## config.mk

```make
export PLATFORM = sky130hd
export DESIGN_NAME = regfile_mp
export DESIGN_NICKNAME = d
export VERILOG_FILES = /design/src/rtl/regfile_pkg.sv /design/src/rtl/regfile_mp_vdffe.sv /design/src/rtl/regfile_mp.sv
export SDC_FILE = /design/constraint.sdc
export NUM_CORES = 1
export LEC_CHECK = 0
export CAP_MARGIN = 30
export CORE_MARGIN = 1.5
export CORE_UTILIZATION = 52
export CTS_CLUSTER_SIZE = 16
export DETAILED_ROUTE_END_ITERATION = 10
export GPL_ROUTABILITY_DRIVEN = 0
export GPL_TIMING_DRIVEN = 0
export MAX_ROUTING_LAYER = met4
export PLACE_DENSITY = 0.76
export SKIP_LAST_GASP = 1
export SLEW_MARGIN = 10
export SYNTH_ARGS = -nofsm -noshare
export SYNTH_HDL_FRONTEND = slang
export SYNTH_HIERARCHICAL = 1
export SYNTH_SLANG_ARGS = --single-unit
```

## constraint.sdc

```tcl
create_clock -name clk -period 2.5 [get_ports clk]
set_input_delay 0.25 -clock clk [delete_from_list [all_inputs] [get_ports clk]]
set_output_delay 0.25 -clock clk [all_outputs]
set_load 0.03 [all_outputs]
```

## src/rtl/regfile_pkg.sv

```systemverilog
// ---------------------------------------------------------------------------
// regfile_pkg
// Shared definitions for the regfile_mp register bank.
//   WIDTH_DEF / DEPTH_DEF : default data width and entry count
//   clr_state_t           : clear-engine state (idle / sweeping)
// Optional build macro used by regfile_mp: REGFILE_MP_BYPASS_EN.
// ---------------------------------------------------------------------------
package regfile_pkg;

  localparam int WIDTH_DEF = 16;
  localparam int DEPTH_DEF = 8;

  typedef enum logic {
    S_IDLE  = 1'b0,
    S_CLEAR = 1'b1
  } clr_state_t;

endpackage

```

## src/rtl/regfile_mp_vdffe.sv

```systemverilog
// ---------------------------------------------------------------------------
// vDFFE
// Load-enable register without reset; one instance holds one register-file
// entry.
//   clk : rising-edge clock
//   en  : load enable, q takes d on the edge when high
//   d   : next value
//   q   : stored value
// ---------------------------------------------------------------------------
module vDFFE #(
  parameter int WIDTH = 16
) (
  input  logic             clk,
  input  logic             en,
  input  logic [WIDTH-1:0] d,
  output logic [WIDTH-1:0] q
);

  // Storage flop: holds its value unless loaded.
  always_ff @(posedge clk) begin
    if (en) begin
      q <= d;
    end
  end

endmodule

```

## src/rtl/regfile_mp.sv

```systemverilog
// ---------------------------------------------------------------------------
// regfile_mp
// Dual-read, single-write register file with a sequential clear engine.
// After reset, or on a clear request, the engine zeroes one entry per cycle
// for DEPTH cycles; during that sweep busy is high, reads return 0 and
// writes are discarded (recorded in the sticky wr_drop flag).
//
// Ports:
//   clk                : rising-edge clock
//   reset_n            : synchronous active-low reset
//   data_in            : write data
//   writenum / write   : write address / write enable
//   readnum_a/_b       : combinational read addresses
//   clear              : request to zero all entries
//   data_out_a/_b      : read data (0 while busy)
//   busy               : clear engine active
//   wr_drop            : sticky, a write was discarded while busy
//
// Build option: define REGFILE_MP_BYPASS_EN for same-cycle write-through
// forwarding onto the read ports.
// ---------------------------------------------------------------------------
module regfile_mp
  import regfile_pkg::*;
#(
  parameter  int WIDTH = WIDTH_DEF,
  parameter  int DEPTH = DEPTH_DEF,
  localparam int AW    = $clog2(DEPTH)
) (
  input  logic             clk,
  input  logic             reset_n,
  input  logic [WIDTH-1:0] data_in,
  input  logic [AW-1:0]    writenum,
  input  logic             write,
  input  logic [AW-1:0]    readnum_a,
  input  logic [AW-1:0]    readnum_b,
  input  logic             clear,
  output logic [WIDTH-1:0] data_out_a,
  output logic [WIDTH-1:0] data_out_b,
  output logic             busy,
  output logic             wr_drop
);

  localparam logic [AW-1:0] LAST_IDX = AW'(DEPTH - 1);

  clr_state_t       state_q, state_d;
  logic [AW-1:0]    clr_idx_q, clr_idx_d;
  logic             wr_drop_q, wr_drop_d;

  logic [WIDTH-1:0] entry_q [DEPTH];
  logic [DEPTH-1:0] entry_en;
  logic [WIDTH-1:0] entry_d;
  logic             write_ok;

  assign busy    = (state_q == S_CLEAR);
  assign wr_drop = wr_drop_q;

  // A write lands only when idle, not colliding with an accepted clear,
  // and not under reset.
  assign write_ok = write & ~busy & ~clear & reset_n;

  // The sweep drives zeros through the same load path used by writes.
  assign entry_d = busy ? {WIDTH{1'b0}} : data_in;

  // Clear-engine state register.
  always_ff @(posedge clk) begin
    if (!reset_n) begin
      state_q   <= S_CLEAR;
      clr_idx_q <= {AW{1'b0}};
      wr_drop_q <= 1'b0;
    end else begin
      state_q   <= state_d;
      clr_idx_q <= clr_idx_d;
      wr_drop_q <= wr_drop_d;
    end
  end

  // Clear-engine next state: sweep counter, sweep start, drop flag.
  always_comb begin
    state_d   = state_q;
    clr_idx_d = clr_idx_q;
    wr_drop_d = wr_drop_q;
    case (state_q)
      S_IDLE: begin
        if (clear) begin
          state_d   = S_CLEAR;
          clr_idx_d = {AW{1'b0}};
          wr_drop_d = 1'b0;
        end else begin
          state_d   = S_IDLE;
        end
      end
      S_CLEAR: begin
        // clear is ignored here; the running sweep is never restarted.
        if (write) begin
          wr_drop_d = 1'b1;
        end else begin
          wr_drop_d = wr_drop_q;
        end
        if (clr_idx_q == LAST_IDX) begin
          state_d   = S_IDLE;
          clr_idx_d = {AW{1'b0}};
        end else begin
          state_d   = S_CLEAR;
          clr_idx_d = clr_idx_q + {{(AW-1){1'b0}}, 1'b1};
        end
      end
      default: begin
        state_d   = S_CLEAR;
        clr_idx_d = {AW{1'b0}};
        wr_drop_d = 1'b0;
      end
    endcase
  end

  // Per-entry load enable: write decode when idle, sweep pointer when busy.
  always_comb begin
    entry_en = {DEPTH{1'b0}};
    for (int i = 0; i < DEPTH; i++) begin
      if (busy) begin
        entry_en[i] = (clr_idx_q == AW'(i));
      end else begin
        entry_en[i] = write_ok & (writenum == AW'(i));
      end
    end
  end

  genvar gi;
  generate
    for (gi = 0; gi < DEPTH; gi++) begin : g_entry
      vDFFE #(.WIDTH(WIDTH)) u_entry (
        .clk (clk),
        .en  (entry_en[gi]),
        .d   (entry_d),
        .q   (entry_q[gi])
      );
    end
  endgenerate

  // Read ports: busy forcing overrides everything, bypass (if built) next.
  always_comb begin
    data_out_a = {WIDTH{1'b0}};
    data_out_b = {WIDTH{1'b0}};
    if (busy) begin
      data_out_a = {WIDTH{1'b0}};
      data_out_b = {WIDTH{1'b0}};
    end else begin
`ifdef REGFILE_MP_BYPASS_EN
      if (write && (readnum_a == writenum)) begin
        data_out_a = data_in;
      end else begin
        data_out_a = entry_q[readnum_a];
      end
      if (write && (readnum_b == writenum)) begin
        data_out_b = data_in;
      end else begin
        data_out_b = entry_q[readnum_b];
      end
`else
      data_out_a = entry_q[readnum_a];
      data_out_b = entry_q[readnum_b];
`endif
    end
  end

endmodule

```

==> impl_metrics.ini, run 1 <==
[status]
status = completed

[worst_hold_path]
hold_start = reset_n
hold_class = in -> reg

[sta]
slew_headroom_pct = 51.6
clock.fmax_mhz = 409
fin_crit_sh_pct = 97.7
setup_violations = 0
whs_ps = 490
rsz0062_at_grt = yes
worstMarginPinSlew_ps = 727
hold_viol = 0
slew_viol_final = 0
setup_tns_ps = 0
period_needed_ps = 2440
worst_slack_ps = 56.5
skew_ps = 6.93

[routing]
num_vias = 3808
drcViolationCount = 0
wl_mm = 15.3
drtIter0Drc = 352
wl_per_cell_um = 25.2
dr.pass1.iters = 5
viasPerCell = 6.25
ant_nets = 0

[setup_path]
criticalPathCategory = reg -> out
r2r_start = busy
critPathMaxFanout = 10
cp.arrival_ps = 2190
crit_required_ps = 2250
cp-end-kind = output port
worstSetupStartpointType = flip-flop
crit_start = busy

[power]
powerDensity_nw_per_um2 = 681
clkPwrFrac_pct = 43.7
p_switching_w = 0.00117
seqPwrFrac_pct = 46.6
ir_drop_mv = 0.409
power_w = 0.00553
internal-power_w = 0.00436
combPwrFrac_pct = 9.7
power_leakage_nw = 3.14
p_sw_share_pct = 21.2

[cts]
cts-root-buf = clkbuf_16
cts_tree = yes
cts_hold_buf = 0
worstSkewPairLatency_ps = 420
clk_path_buf_depth = 2
clock-sinks = 133
cts_buffers = 17
clk_pin_slew_ps = 50
htreeDepth = 4

[grt]
grt_pass1_wl_mm = 22.5
grt_pass1_vias = 3795
grt_max_degree = 17
grt_usage_pct = 25.4
antenna_found_initial = 0
grt-ovfl-total = 0

[final_layout]
final_util_pct = 66.7
drive_above_1_share_pct = 17.9
nFillCells = 812
diodes = 0
nets = 463
syn_to_final_growth_pct = 23.8

[synth]
yosysWarnings = 6
syn_area_um2 = 6560
syn-num-nets = 378
avgSynthCellArea_um2 = 19.1
synth-seq-area-share_pct = 60.1
syn_inst = 343
synth.distinct_cells = 26
ys_ff_latch = 133

[floorplan]
dieArea_um2 = 13300
start_util_pct = 53.9
die_w_um = 115
core-area_um2 = 12200
die_h_um = 115
io_pins = 63
rows = 40

[placement]
port_buffers = 58
dp_hpwl_mm = 9.78
place_ws_ps = -559

[job]
drv_cap = 0
-- power by group through the flow --
stage / Sequential, W / Combinational, W / Clock, W
after floorplan: 0.00261 / 0.000337 / 0
after global placement: 0.00261 / 0.000490 / 0
after detailed placement: 0.00262 / 0.000524 / 0
after CTS: 0.00258 / 0.000530 / 0.00243
after global routing: 0.00259 / 0.000566 / 0.00253
final: 0.00258 / 0.000536 / 0.00241
-- cell usage in the layout, fill, tap and decap left out, drive strengths merged, types with 4 or more instances in the layout --
master and count:
nor2b 20, mux4 64, nor2 34, nand3 4
a32o 4, ha 6, dlymetal6s2s 5, clkinv 7
clkdlybuf4s50 26, o31ai 4, clkbuf 26, edfxtp 128
dfxtp 5, inv 5, dlygate4sd2 27, buf 27
mux2i 32
-- kinds of logic (layout without fill, tap and decap cells) --
| kind of cell | count (synthesis) | count (layout) | share of synthesized area (%) |
|---|---|---|---|
| flip-flops | 133 | 133 | 60.1 |
| multiplexers | 96 | 96 | 29.5 |
| AND/OR/NAND/NOR | 66 | 66 | 4.92 |
| buffers and inverters | 30 | 128 | 2.80 |
| AO/OA/AOI/OAI | 12 | 12 | 1.49 |
| adder cells (fa/ha/maj) | 6 | 6 | 1.14 |
-- critical path: stages, from the launching register on --
cell and delay (ps):
dfxtp_1 300, buf_2 160, clkbuf_2 230, clkbuf_4 270, nor2_1 130, clkdlybuf4s50_1 670
-- metal layers --
| layer | GRT usage (%) | routed length (um) |
|---|---|---|
| met4 | 8.23 | 193 |
| met2 | 40.5 | 7810 |
| met3 | 6.33 | 1110 |
| met1 | 32.6 | 6210 |
| met5 | - | 0 |
-- repair_timing --
item	4_1_cts	5_1_grt
endpoints found under the setup margin	32	5
gates resized for setup	48	5
buffers inserted	0	0
-- cells in the mapped netlist --
cell type / n / area share [%]
a21oi_1: 1 / 0.076
a22oi_1: 1 / 0.11
a32o_1: 4 / 0.61
and4b_1: 1 / 0.15
buf_1: 6 / 0.34
buf_2: 3 / 0.23
buf_4: 2 / 0.23
buf_6: 8 / 1.4
clkbuf_1: 6 / 0.34
dfxtp_1: 5 / 1.5
edfxtp_1: 128 / 59
ha_1: 6 / 1.1
inv_1: 5 / 0.29
mux2i_1: 32 / 4.9
mux4_1: 46 / 18
mux4_2: 18 / 6.2
nand2_1: 1 / 0.057
nand2b_1: 2 / 0.19
nand3_1: 4 / 0.31
nand4_1: 1 / 0.095
nor2_1: 34 / 1.9
nor2b_1: 20 / 1.9
nor3_1: 2 / 0.15
nor3b_1: 1 / 0.11
o21a_1: 2 / 0.23
o31ai_1: 4 / 0.46
-- stage by stage --
stage                     instance area [um2]  instances
final                                    8120        609
after global routing                     8120        609
after CTS                                8080        607
after detailed placement                 7490        575
after global placement                   7350        569
after floorplan                          6560        343
-- area by class of cell --
| class | count | area (um2) | area share (%) |
|---|---|---|---|
| buffer | 25 | 208 | 2.56 |
| clock buffer | 20 | 437 | 5.38 |
| clock inverter | 12 | 136 | 1.68 |
| inverter | 5 | 18.8 | 0.231 |
| multi-input combinational | 180 | 2480 | 30.6 |
| sequential | 133 | 3940 | 48.6 |
| tap | 168 | 210 | 2.59 |
| timing repair buffer | 66 | 679 | 8.37 |
-- state kept, by name, indices dropped and copies added, names as in the netlist --
| signal | cells |
|---|---|
| g_entry.u_entry/q | 128 |
| clr_idx_q | 3 |
| busy | 1 |
| wr_drop | 1 |
-- path summary, 6_finish.rpt --
check	end	depth (start not counted)	slack, ps
min reg2reg	wr_drop	2	540
max reg2reg	g_entry[6].u_entry/q[11]	5	210
max	data_out_b[11]	5	60
min	busy	2	490
Power figures use the tool's default switching activity.
==> run 2, diff against run 1 <==
--- a/config.mk
+++ b/config.mk
@@ -7,16 +7,15 @@
 export LEC_CHECK = 0
 export CAP_MARGIN = 30
 export CORE_MARGIN = 1.5
-export CORE_UTILIZATION = 52
+export CORE_UTILIZATION = 45
 export CTS_CLUSTER_SIZE = 16
 export DETAILED_ROUTE_END_ITERATION = 10
 export GPL_ROUTABILITY_DRIVEN = 0
 export GPL_TIMING_DRIVEN = 0
 export MAX_ROUTING_LAYER = met4
-export PLACE_DENSITY = 0.76
+export PLACE_DENSITY = 0.68
 export SKIP_LAST_GASP = 1
 export SLEW_MARGIN = 10
 export SYNTH_ARGS = -nofsm -noshare
 export SYNTH_HDL_FRONTEND = slang
-export SYNTH_HIERARCHICAL = 1
 export SYNTH_SLANG_ARGS = --single-unit
==> run 2 against run 1 <==
Synthesized area hardly changed. Die area is 15% higher. Synthesized cell count is 0.29% higher. Clock power is essentially flat. Utilization down 8.3 points. Worst hold slack lost 2.4 ps. Clock-buffer cell count rose by 5. Combinational power grew 1%. Largest power group unchanged. Flip-flop and latch count unchanged. Worst setup slack gained 48 ps. Critical endpoint is now data_out_a[10]. Critical path depth unchanged. Largest cell class unchanged. Global-route usage is 2.7 points lower.
==> impl_metrics.ini, run 2 <==
[grt]
grt-ovfl-total = 0
antenna_found_initial = 0
grt_pass1_wl_mm = 22.7
grt_usage_pct = 22.7
grt_max_degree = 17
grt_pass1_vias = 3868

[synth]
synth-seq-area-share_pct = 60.1
netlist.area_leader.share_pct = 58.6
syn_area_um2 = 6560
synthTopCellsByCount = edfxtp_1 (128), mux4_1 (46), nor2_1 (34)
yosysWarnings = 0
async_reset_ff_share_pct = 0
syn_inst = 344
syn-num-nets = 379
ys_ff_latch = 133
synth_edf_count = 128
avgSynthCellArea_um2 = 19.1
synth.most_common_cell = edfxtp_1
synth.distinct_cells = 26
synth_ff_type = edfxtp_1
synthTopCellsByArea = edfxtp_1 (59%), mux4_1 (18%), mux4_2 (6.2%)
synth_top_area_cell = edfxtp_1

[cts]
clk_path_buf_depth = 2
cts_buffers = 17
worstSkewPairLatency_ps = 410
cts_tree = yes
clock-sinks = 133
cts-root-buf = clkbuf_16
cts_setup_buffers = 0
htreeDepth = 4
clk_pin_slew_ps = 50

[power]
clkPwrFrac_pct = 43.4
ir_drop_mv = 0.372
p_sw_share_pct = 20.8
p_switching_w = 0.00115
power_leakage_nw = 3.22
seqPwrFrac_pct = 46.8
powerDensity_nw_per_um2 = 672
internal-power_w = 0.00437
combPwrFrac_pct = 9.9

[setup_path]
max_stage_delay_ps = 670
crit_required_ps = 2250
cpMostUsedCell = clkbuf_4
critPathMaxFanout = 10
timing.rr.end = g_entry[5].u_entry.q[6]
path_cells = buf_2, clkbuf_4, clkbuf_4, nor2_1, clkdlybuf4s50_1
cp-end-kind = output port
crit_family = buffers and inverters
rrSetupSlack_ps = 310
cp.arrival_ps = 2150
reg2reg_depth = 5
worstSetupStartpointType = flip-flop
criticalPathCategory = reg -> out
slowest_stage = clkdlybuf4s50_1
r2r_start = busy
critPathBufInv = 4

[routing]
dr.pass1.iters = 5
viasPerCell = 5.94
drcViolationCount = 0
wl_per_cell_um = 25.0
num_vias = 3697
ant_nets = 0
wl_mm = 15.5
drtIter0Drc = 205

[floorplan]
die_h_um = 124
dieArea_um2 = 15300
die_w_um = 124
start_util_pct = 46.7
rows = 43
core-area_um2 = 14000
io_pins = 63

[final_layout]
drive_above_1_share_pct = 18.1
final_common_cell = edfxtp_1
largest_reg_flops = 128
final_util_pct = 58.4
largest-register = g_entry.u_entry.q
layout_common_cells = edfxtp_1 (128), mux4_1 (46), nor2_1 (34), mux2i_1 (32), clkdlybuf4s50_1 (28)
diodes = 0
stdcell_count = 622
syn_to_final_growth_pct = 25.0
register_area_um2 = 3940
top_regs = g_entry.u_entry.q: 128 flops, clr_idx_q: 3 flops
nets = 464
nFillCells = 1012
multi_input_comb_area_um2 = 2490

[sta]
worstMarginPinSlew_ps = 692
setup_violations = 0
skew_ps = 7.82
clock.fmax_mhz = 417
hold_viol = 0
rsz0062_at_grt = no
fin_crit_sh_pct = 95.8
slew_viol_final = 0
slew_headroom_pct = 53.9
period_needed_ps = 2400

[status]
status = completed

[worst_hold_path]
holdPathStages = 2
hold_start = reset_n
hold_class = in -> reg
whs_endpoint = busy

[placement]
dp_cells = 590
port_buffers = 58
dp_hpwl_mm = 10.5

[job]
drv_cap = 0
[run 2: cell types whose count changed after synthesis, sizes merged]
cell   before  now
a21oi       1    2
nor2b      20   21
nor3b       1    2
nor3        2    1
o21a        2    1
[run 2: worst max path at each step]
stage               cells after the start         start                      end  slack (ps)
floorplan                               4          busy  g_entry[4].u_entry.q[0]         -90
global placement                        4         clear  g_entry[6].u_entry.q[9]       -1650
detailed placement                      6  readnum_a[2]            data_out_a[1]        -630
CTS                                     6  readnum_b[2]            data_out_b[6]          -5
global route                            5          busy           data_out_a[10]           3
finish                                  5          busy           data_out_a[10]         100
[run 2: cell families after synthesis]
kind of cell | share of synthesized area [%]
flops | 60.1
buf+inv | 2.80
simple gates | 5.05
mux | 29.5
compound gates | 1.45
fa+ha+maj | 1.14
[run 2: worst reg2reg max path, cell delays in order, from the launching register on]
cell and delay, ps:
dfxtp_1 310, buf_2 170, nor2_1 140, nand4_1 390, o31ai_4 640, buf_8 250
[run 2: power by group through the flow]
| stage | clock network (W) | registers (W) | logic [W] |
|---|---|---|---|
| finish | 0.00239 | 0.00258 | 0.000544 |
| CTS | 0.00243 | 0.00258 | 0.000549 |
| global route | 0.00251 | 0.00259 | 0.000576 |
| floorplan | 0 | 0.00260 | 0.000335 |
| global placement | 0 | 0.00262 | 0.000489 |
| detailed placement | 0 | 0.00262 | 0.000542 |
[run 2: through the flow]
step | cell area, um2 | setup WS, ps | TNS [ps] | hold slack, ps | power, W
2_1_floorplan | 6560 | -86.5 | -5530 | 322 | 0.00294
5_1_grt | 8200 | 3.44 | 0 | 509 | 0.00568
4_1_cts | 8180 | -5.40 | -5.40 | 489 | 0.00556
3_3_place_gp | 7370 | -1650 | -116100 | 515 | 0.00311
6_report | 8200 | 105 | 0 | 488 | 0.00552
3_5_place_dp | 7570 | -628 | -15620 | 520 | 0.00316
[run 2: layer usage]
metal | GRT usage (%) | routed length, um | vias up
li1 | - | - | 1636
met1 | 27.6 | 5990 | 1892
met2 | 37.2 | 8340 | 152
met3 | 5.82 | 1040 | 17
met4 | 8.19 | 167 | 0
met5 | - | 0 | -
[run 2: area by class of cell]
type                            count  area share [%]
Sequential cell                   133            48.1
Multi-Input combinational cell    181            30.4
Timing Repair Buffer               66            8.85
Clock buffer                       25            5.92
Tap cell                          180            2.75
Buffer                             25            2.61
Clock inverter                      7            1.21
Inverter                            5           0.229
[run 2: what timing repair did]
item	CTS	global route
hold buffers	0	0
hold endpoints to repair	0	0
setup endpoints to repair	32	10
gates resized for setup	43	10
==> run 3, diff against run 2 <==
--- a/config.mk
+++ b/config.mk
@@ -5,6 +5,7 @@
 export SDC_FILE = /design/constraint.sdc
 export NUM_CORES = 1
 export LEC_CHECK = 0
+export ABC_AREA = 1
 export CAP_MARGIN = 30
 export CORE_MARGIN = 1.5
 export CORE_UTILIZATION = 45
@@ -13,7 +14,7 @@
 export GPL_ROUTABILITY_DRIVEN = 0
 export GPL_TIMING_DRIVEN = 0
 export MAX_ROUTING_LAYER = met4
-export PLACE_DENSITY = 0.68
+export PLACE_DENSITY = 0.67
 export SKIP_LAST_GASP = 1
 export SLEW_MARGIN = 10
 export SYNTH_ARGS = -nofsm -noshare
==> run 3 against run 2 <==
Worst setup slack better by 100 ps. Global-route usage up 6.3 points. Sequential share of layout area is 5.4 points lower. Worst hold slack worse by 110 ps. Combinational power up 42%. Critical path depth grew 1. Synthesized area increased by 15%. Final cell count up 100%. Critical path type unchanged.
==> impl_metrics.ini, run 3 <==
[sta]
setup_violations = 0
clock.fmax_mhz = 436
fin_crit_sh_pct = 91.7
slew_viol_final = 0
worstMarginPinSlew_ps = 888
period_needed_ps = 2290
rsz0062_at_grt = no
hold_viol = 0
skew_ps = 10.5
slew_headroom_pct = 40.8
setup_tns_ps = 0

[synth]
synth_edf_count = 128
avgSynthCellArea_um2 = 7.96
ys_ff_latch = 133
synthTopCellsByArea = edfxtp_1 (51%), nand2_1 (17%), nand3_1 (11%)
synth_ff_type = edfxtp_1
synth-seq-area-share_pct = 52.3
synth.most_common_cell = nand2_1
async_reset_ff_share_pct = 0
syn_inst = 947
netlist.area_leader.share_pct = 51.0
synthTopCellsByCount = nand2_1 (332), nand3_1 (167), inv_1 (152)
syn-num-nets = 982
syn_area_um2 = 7530
synth_top_area_cell = edfxtp_1
yosysWarnings = 0
synth.distinct_cells = 20

[cts]
cts-root-buf = clkbuf_16
clock-sinks = 133
clk_pin_slew_ps = 60
cts_setup_buffers = 0
clk_path_buf_depth = 2
htreeDepth = 4
worstSkewPairLatency_ps = 430
cts_hold_buf = 0
cts_tree = yes
cts_buffers = 17

[setup_path]
timing.rr.end = g_entry[4].u_entry.q[11]
cp-end-kind = output port
criticalPathCategory = reg -> out
rrSetupSlack_ps = 510
crit_path_end = data_out_a[3]
critPathMaxFanout = 10
cp.arrival_ps = 2040
crit_start = busy
reg2reg_depth = 7
r2r_start = busy
crit_required_ps = 2250
worstSetupStartpointType = flip-flop

[status]
status = completed

[final_layout]
largest-register = g_entry.u_entry.q
stdcell_count = 1267
syn_to_final_growth_pct = 22.6
layout_common_cells = nand2_1 (332), nand3_1 (167), inv_1 (152), edfxtp_1 (128), nor2_1 (82)
nets = 1069
final_common_cell = nand2_1
drive_above_1_share_pct = 10.3
diodes = 0
nFillCells = 1503
final_util_pct = 56.1
top_regs = g_entry.u_entry.q: 128 flops, clr_idx_q: 3 flops
largest_reg_flops = 128

[power]
powerDensity_nw_per_um2 = 650
power_leakage_nw = 4.65
ir_drop_mv = 0.456

[worst_hold_path]
hold_class = in -> reg
hold_start = reset_n

[job]
drv_cap = 0

[routing]
ant_nets = 0
viasPerCell = 5.35
drtIter0Drc = 1088
wl_per_cell_um = 19.3
dr.pass1.iters = 6
num_vias = 6776
wl_mm = 24.5
drcViolationCount = 0

[floorplan]
die_h_um = 132
start_util_pct = 45.8
io_pins = 63
core-area_um2 = 16500
rows = 47
die_w_um = 132
dieArea_um2 = 17500

[grt]
grt_max_degree = 17
grt_pass1_vias = 6218
grt_pass1_wl_mm = 35.9
antenna_found_initial = 0
grt_usage_pct = 29.0
grt-ovfl-total = 0

[placement]
port_buffers = 60
dp_cells = 1235
dp_hpwl_mm = 15.9
run 3: worst min-delay path by stage:
| stage | endpoint | slack (ps) | cells after the start |
|---|---|---|---|
| global route | busy | 410 | 2 |
| finish | busy | 380 | 2 |
| detailed placement | wr_drop | 500 | 2 |
| CTS | busy | 380 | 2 |
| floorplan | busy | 330 | 1 |
| global placement | clr_idx_q[1] | 490 | 2 |
run 3: through the flow:
stage | worst slack [ps] | cell area [um2] | total power [W] | hold slack [ps]
finish | 206 | 9240 | 0.00601 | 379
detailed placement | -110 | 8570 | 0.00336 | 500
floorplan | 142 | 7530 | 0.00306 | 335
global route | 116 | 9240 | 0.00617 | 407
CTS | -70.9 | 9190 | 0.00599 | 377
global placement | -999 | 8410 | 0.00331 | 494
run 3: layer usage:
| layer | up-vias | share of wire [%] | GRT usage [%] |
|---|---|---|---|
| li1 | 3151 | - | - |
| met1 | 3075 | 40 | 37.9 |
| met2 | 468 | 45 | 44.8 |
| met3 | 82 | 11 | 4.81 |
| met4 | 0 | 3.8 | 12.6 |
| met5 | - | 0 | - |
run 3: repair_timing:
action,4_1_cts,5_1_grt
hold endpoints to repair,0,0
resized for setup,18,19
setup endpoints to repair,31,18
run 3: area by class of cell:
cell class | instances | area [um2] | share of cell area [%]
clock buffers | 17 | 425 | 4.60
multi-input cells | 605 | 2600 | 28.2
flip-flops and latches | 133 | 3940 | 42.7
well taps | 220 | 275 | 2.98
repair buffers | 68 | 761 | 8.23
plain buffers | 52 | 433 | 4.69
inverters | 157 | 592 | 6.41
clock inverters | 15 | 205 | 2.22
run 3: worst max-delay path, cell delays in order, from the launching register on:
cell and delay (ps):
dfxtp_1 320, buf_6 140, inv_2 150, buf_2 310, nand2_1 120, nor2_1 150
dlygate4sd2_1 420
run 3: cell families after synthesis:
kind of cell             after synthesis  synth area share (%)
AO/OA/AOI/OAI                         13                 0.897
adder cells (fa/ha/maj)                6                 0.996
flip-flops                           133                  52.3
AND/OR/NAND/NOR                      586                  32.3
buffers and inverters                209                  13.5
run 3: power by group:
group	total (W)	switching, W	internal (W)
clock	0.00267	0.00100	0.00167
sequential	0.00256	0.0000274	0.00253
combinational	0.000774	0.000509	0.000265
